==> src/rtl/playfield_writer.sv <==
// Playfield RAM writer: queues single-write and fill commands and
// drains them into the playfield RAM only while the beam is in vertical blanking.
module playfield_writer #(
    parameter int FIFO_DEPTH = 4,
    parameter int V_ACTIVE   = 480
) (
    input  logic       i_Clk,
    input  logic       i_Reset,
    input  logic [9:0] i_Row,
    input  logic       i_Cmd_Valid,
    output logic       o_Cmd_Ready,
    input  logic       i_Cmd_Op,
    input  logic [9:0] i_Cmd_Addr,
    input  logic [9:0] i_Cmd_Len,
    input  logic [7:0] i_Cmd_Data,
    output logic       o_PF_Write,
    output logic [9:0] o_PF_Addr,
    output logic [7:0] o_PF_Data,
    output logic       o_Busy,
    output logic       o_Done
);

    localparam int PW = $clog2(FIFO_DEPTH);
    localparam logic [PW:0] FULL = (PW+1)'(FIFO_DEPTH);
    localparam logic [9:0] V_ROW = 10'(V_ACTIVE);

    typedef struct packed {
        logic       op;
        logic [9:0] addr;
        logic [9:0] len;
        logic [7:0] data;
    } cmd_t;

    typedef enum logic {IDLE, EXEC} state_t;

    state_t state, state_next;

    cmd_t          mem [FIFO_DEPTH];
    cmd_t          in_cmd;
    cmd_t          head;
    logic [PW-1:0] wr_ptr, rd_ptr;
    logic [PW:0]   count;

    logic [9:0] cur_addr;
    logic [7:0] cur_data;
    logic [9:0] remain;

    logic blank, push, pop, fire, last;

    assign in_cmd      = {i_Cmd_Op, i_Cmd_Addr, i_Cmd_Len, i_Cmd_Data};
    assign head        = mem[rd_ptr];
    assign blank       = (i_Row >= V_ROW);
    assign o_Cmd_Ready = (count < FULL);
    assign push        = i_Cmd_Valid && o_Cmd_Ready;
    assign o_Busy      = (count != '0) || (state == EXEC);

    always_ff @(posedge i_Clk or posedge i_Reset) begin
        if (i_Reset) state <= IDLE;
        else         state <= state_next;
    end

    always_comb begin
        state_next = state;
        pop        = 1'b0;
        fire       = 1'b0;
        last       = 1'b0;
        unique case (state)
            IDLE: begin
                if (count != '0 && blank) begin
                    pop        = 1'b1;
                    state_next = EXEC;
                end
            end
            EXEC: begin
                if (blank) begin
                    fire = 1'b1;
                    if (remain == '0) begin
                        last       = 1'b1;
                        state_next = IDLE;
                    end
                end
            end
            default: state_next = IDLE;
        endcase
    end

    // Storage is not reset; only pointers and occupancy define validity.
    always_ff @(posedge i_Clk) begin
        if (push) mem[wr_ptr] <= in_cmd;
    end

    always_ff @(posedge i_Clk or posedge i_Reset) begin
        if (i_Reset) begin
            wr_ptr <= '0;
            rd_ptr <= '0;
            count  <= '0;
        end else begin
            if (push) wr_ptr <= wr_ptr + 1'b1;
            if (pop)  rd_ptr <= rd_ptr + 1'b1;
            unique case ({push, pop})
                2'b10:   count <= count + 1'b1;
                2'b01:   count <= count - 1'b1;
                default: count <= count;
            endcase
        end
    end

    always_ff @(posedge i_Clk or posedge i_Reset) begin
        if (i_Reset) begin
            cur_addr   <= '0;
            cur_data   <= '0;
            remain     <= '0;
            o_PF_Write <= 1'b0;
            o_PF_Addr  <= '0;
            o_PF_Data  <= '0;
            o_Done     <= 1'b0;
        end else begin
            o_PF_Write <= fire;
            o_Done     <= last;
            if (pop) begin
                cur_addr <= head.addr;
                cur_data <= head.data;
                remain   <= head.op ? head.len : '0;
            end
            if (fire) begin
                o_PF_Addr <= cur_addr;
                o_PF_Data <= cur_data;
                cur_addr  <= cur_addr + 10'd1;
                if (!last) remain <= remain - 10'd1;
            end
        end
    end

endmodule

==> config.mk <==
export PLATFORM = sky130hd
export DESIGN_NAME = playfield_writer
export DESIGN_NICKNAME = d
export VERILOG_FILES = /design/src/rtl/playfield_writer.sv
export SDC_FILE = /design/constraint.sdc
export NUM_CORES = 1
export LEC_CHECK = 0
export ABC_AREA = 1
export BUFFER_PORTS_ARGS = -buffer_cell sky130_fd_sc_hd__buf_2
export CAP_MARGIN = 20
export CORE_ASPECT_RATIO = 0.75
export CORE_MARGIN = 4
export CORE_UTILIZATION = 59
export CTS_CLUSTER_DIAMETER = 200
export CTS_CLUSTER_SIZE = 16
export DETAILED_ROUTE_END_ITERATION = 16
export GPL_ROUTABILITY_DRIVEN = 0
export GPL_TIMING_DRIVEN = 1
export HOLD_SLACK_MARGIN = 0.1
export PLACE_DENSITY = 0.79
export SLEW_MARGIN = 5
export SYNTH_ARGS = -nofsm -noshare
export SYNTH_HDL_FRONTEND = slang
export SYNTH_SLANG_ARGS = --single-unit
==> constraint.sdc <==
create_clock -name i_Clk -period 2.7 [get_ports i_Clk]
set_clock_uncertainty 0.05 [all_clocks]
set_input_delay 0.27 -clock i_Clk [delete_from_list [all_inputs] [get_ports i_Clk]]
set_output_delay 0.27 -clock i_Clk [all_outputs]
set_load 0.01 [all_outputs]
# Yosys cells after proc, flatten, opt, wreduce, memory -nomap -nowiden

Memory sizes are Yosys's and may differ from the RTL's.
Cells that the tools add are included.

Input port bits: 42
Register bits: 56
Memories: 1
Word-level logic and storage cells: 49
Memory bits (writable): 116
Output and inout port bits: 22

Magnitude comparators: 2
Eq/ne operators: 2
Bitwise logic cells: 1
$add $sub $neg: 6
Reduce and logical (&&, ||, !) cells: 7
Muxes and demuxes: 19

Memories:

| name | depth | width | read ports | clocked after memory_dff | wr ports | RTL line | source |
|---|---|---|---|---|---|---|---|
| mem  | 4     | 29    | 1          | 0                        | 1        | 38       | `cmd_t mem [FIFO_DEPTH];` |

Operators by type and width:

| operator                | count |
|---|---|
| $mux W10                | 6 |
| $mux W1                 | 11 |
| $add A10 B1 Y10 const B | 1 |
| $ge A10 B9 Y1 const B   | 1 |
| $logic_not A10 Y1       | 1 |
| $sub A10 B1 Y10 const B | 1 |
| $pmux W3 S2             | 1 |
| $add A2 B1 Y2 const B   | 2 |
| $reduce_bool A2 Y1      | 2 |
| $add A3 B1 Y3 const B   | 1 |
| $lt A3 B3 Y1 const B    | 1 |
| $reduce_bool A3 Y1      | 1 |
| $sub A3 B1 Y3 const B   | 1 |
| $eq A2 B1 Y1 const B    | 1 |
| $eq A2 B2 Y1 const B    | 1 |
| $logic_and A1 B1 Y1     | 2 |
| $pmux W1 S2             | 1 |
| $logic_or A1 B1 Y1      | 1 |
| $not A1 Y1              | 1 |

# Logic depth before layout (Yosys ltp)

Word-level depth: 7
Depth in mapped cells: 11
Gate-level depth less buffers: 11

# Worst setup path after synthesis

OpenSTA, ideal clock, no wires.

Path type: reg-to-reg
Start point: reg count[2]
End point: mem mem[0][0] in the netlist's numbering, enable pin
Arrival time: 1.960 ns
Stages on the path, launching flop included: 4
Setup time: 0.415 ns
Buffers on the path: 0
Required time: 2.235 ns
Slack: 0.274 ns
Clock period less this slack: 2.426 ns
Cell sequence: dfrtp_1 -> inv_1 -> nand2_1 -> nor2_1

Word-level cells in the longest chain between the ends: 4

RTL lines:

| what                          | RTL line | source |
|---|---|---|
| start, declared               | 42       | `logic [PW:0] count;` |
| start signal, assigned        | 101      | `2'b10: count <= count + 1'b1;` |
| start signal, assigned        | 102      | `2'b01: count <= count - 1'b1;` |
| start signal, assigned        | 103      | `default: count <= count;` |
| $lt A3 B3 Y1                  | 53       | `assign o_Cmd_Ready = (count < FULL);` |
| via o_Cmd_Ready               | 11       | `output logic o_Cmd_Ready,` |
| $logic_and A1 B1 Y1           | 54       | `assign push = i_Cmd_Valid && o_Cmd_Ready;` |
| $mux W1                       | 89       | `if (push) mem[wr_ptr] <= in_cmd;` |
| $mux W1 (implied by the code) | 89       |  |
| end, declared                 | 38       |  |

The timed path passes the listed nets, and every way through them passes these cells.

# Worst setup path in the final report

Start point: reg rd_ptr[0]
End point: reg cur_data[0]

Word-level cells in the longest chain between the ends: 1

RTL lines:

| what                   | RTL line | source |
|---|---|---|
| start, declared        | 41       | `logic [PW-1:0] wr_ptr, rd_ptr;` |
| start signal, assigned | 99       | `if (pop) rd_ptr <= rd_ptr + 1'b1;` |
| $mem_v2 Z4 W29         | --       |  |
| end signal, assigned   | 122      | `cur_data <= head.data;` |
| end, declared          | 45       | `logic [7:0] cur_data;` |

Every way passes these cells.
A chain may end at the register's enable or synchronous reset.

==> metrics <==
GR peak layer met2; Num CTS Buffers 17; Crit-path slowest cell inv_1; share of cells above drive strength 1 between 10 and 15%; final core utilization between 70% and 80%; Worst Path Max Fanout 24; post-CTS sizing 0; register bit count reported by yosys between 150 and 200; critical path launch point rd_ptr[0]; RSZ-0062 raised after global routing no; leakage ~3.7 nW; CP bufs+invs 2; Mean Syn Cell Area about 10 um^2; number of antenna violations at the first check in global routing 0; Worst setup SP type flip-flop; status complete, no violations; syn nets 754; CTS max path bufs 2; maximum vdd drop approximately 0.00054 V; GR Util All Layers 23.3%; Die Y 104 um; PnR Total Power 9.05 mW; latest clock arrival within the worst-skew pair 0.42 ns; Slew Limit Fails 0; largest cells by area after synthesis edfxtp_1 48%, dfrtp_1 19%, nand2_1 11%; max cap viols 0; share of Yosys cell area claimed by the top area cell type between 40% and 50%; sequential cell area fraction in the yosys report about two thirds; CTS tree built; Hold Startpoint i_Row[9]; Worst-path clk slew about 0.06 ns; Vias/cell ~5.4; Post-DP Area slightly below 0.008 mm^2; I/O pin total 64; Hold Path Class input port to flip-flop; Synth cell types 30; Final Cycle Share 76.7%; worst-path cell chain inv_1, buf_4, o21ai_0, o22ai_1, nand2_1, o21ai_0; relative slew slack a little under half; reg2reg start rd_ptr[0]; Final min period roughly 2.1 ns; total die area 0.0143 mm^2; Buffers on Ports 58; critical path class flip-flop to flip-flop; Fin Setup TNS 0 ns; Clock Sinks 172; drt pass-1 iters 5; CP Data Arrival Time about 2.4 ns; post-route ant nets 0; drt first-iter violations 574; fin area 0.00862 mm^2; type of destination of the critical path flip-flop; # diodes 0; Cells after Synth approximately 700; Fmax achieved around 480 MHz; Root Buffer clkbuf_16; max incr delay on CP ~0.60 ns; Rows 34; H-tree depth 4; DRC violation count after routing 0; CP top delay family buffers and inverters; post-synth top area cell edfxtp_1; grt ovf 0; WL per Instance 16.1 um; WL final 15600 um; first-pass GRT wire length approximately 26000 um; core area roughly 0.012 mm^2; grt met2 use ~36%; Starting Density around three fifths; CP dominant cell by count o21ai_0; largest net degree at the start of global routing between 50 and 60; CP required 2.98 ns; reg-to-reg slack, setup roughly 0.63 ns; Area Overhead vs Synth 17.8%; die width 137 um; via count around 5300; Post-DP HPWL 9300 um; met1 Track Usage GR 32.7%; Synth warnings 0; vias in the first global route between 5000 and 6000; Final Hold Viols 0; Least-Margin Pin Slew 0.819 ns; Power Density around 1000 mW/mm^2; Netlist Area Pre-Place roughly 0.0073 mm^2; GRT met3 Usage under 10%; Layout Nets ~850; # setup viols final 0
## worst min-delay path, cell delays in order
cell and delay [ns]:
buf_2 0.09, inv_1 0.06, o21ai_4 0.14, nand4_1 0.11, nand2_1 0.07
## cell usage after synthesis, drive strengths merged
cell type	n
o21ai	66
nand2	209
nand4	4
nor3	2
a21oi	12
clkbuf	9
a31oi	1
nor2	73
dfrtp	56
nor4	1
o22ai	9
edfxtp	116
nand3	50
inv	52
buf	19
xor2	10
o21a	1
ha	8
a22oi	1
fa	1
xnor2	3
## path summary, 6_finish.rpt
check | to | cells past startpoint
max | cur_data[0] | 6
min | remain[2] | 5
max reg2reg | cur_data[0] | 6
min reg2reg | o_PF_Addr[4] | 2
max in group asynchronous | cur_addr[8] | 4
min in group asynchronous | o_PF_Data[2] | 4
## repair_timing
item                                   CTS  global route
hold buffers                            30             0
buffers inserted                         0             0
endpoints found under the hold margin  172             0
## per-stage QoR
stage               hold slack [ns]  setup slack, ns  instances
global placement              0.408            0.590        911
floorplan                     0.319            0.274        703
detailed placement            0.412            0.530        911
CTS                           0.291            0.637        969
global route                  0.329            0.439        969
finish                        0.301            0.629        969
## layer usage
metal | part of all wire (%) | vias to the layer above | wire [um]
li1 | - | 2522 | -
met1 | 44 | 2523 | 6910
met2 | 46 | 204 | 7240
met3 | 7.9 | 29 | 1230
met4 | 1.5 | 0 | 232
met5 | 0 | - | 0
## where the power goes
group | internal (mW) | switching (mW)
clock network | 1.25 | 0.967
logic | 1.00 | 2.07
registers | 3.44 | 0.319
## placed cells by master, fill, tap and decap left out, types with 10 or more instances in the layout
master           n
nor2_1          68
xor2_1          10
o21ai_0         63
dfrtp_1         56
a21oi_1         12
edfxtp_1       116
clkbuf_16       17
inv_1           50
dlygate4sd3_1   30
buf_2           58
buf_4           16
nand3_1         48
nand2_1        206
## cell type report
type / count / area, um^2
clock inverters: 11 / 98.8
clock buffers: 17 / 425
well taps: 162 / 203
inverters: 52 / 195
flip-flops and latches: 172 / 4880
multi-input cells: 451 / 2110
fillers: 800 / 3250
repair buffers: 104 / 711
## sequential cells by signal, summed over array words and instances, names as in the netlist
register and cells:
wr_ptr 2, mem 116, o_PF_Addr 10, cur_data 8, count 3, o_PF_Write 1
state 1, cur_addr 10, rd_ptr 2, o_Done 1, remain 10, o_PF_Data 8
## kinds of logic after synthesis
logic type | after synthesis | share of synthesized area (%)
AO/OA/AOI/OAI | 90 | 6.54
XOR/XNOR | 13 | 1.55
adder cells (fa/ha/maj) | 9 | 1.64
AND/OR/NAND/NOR | 339 | 18.9
flip-flops | 172 | 66.7
buffers and inverters | 80 | 4.68
Power figures use the tool's default switching activity.
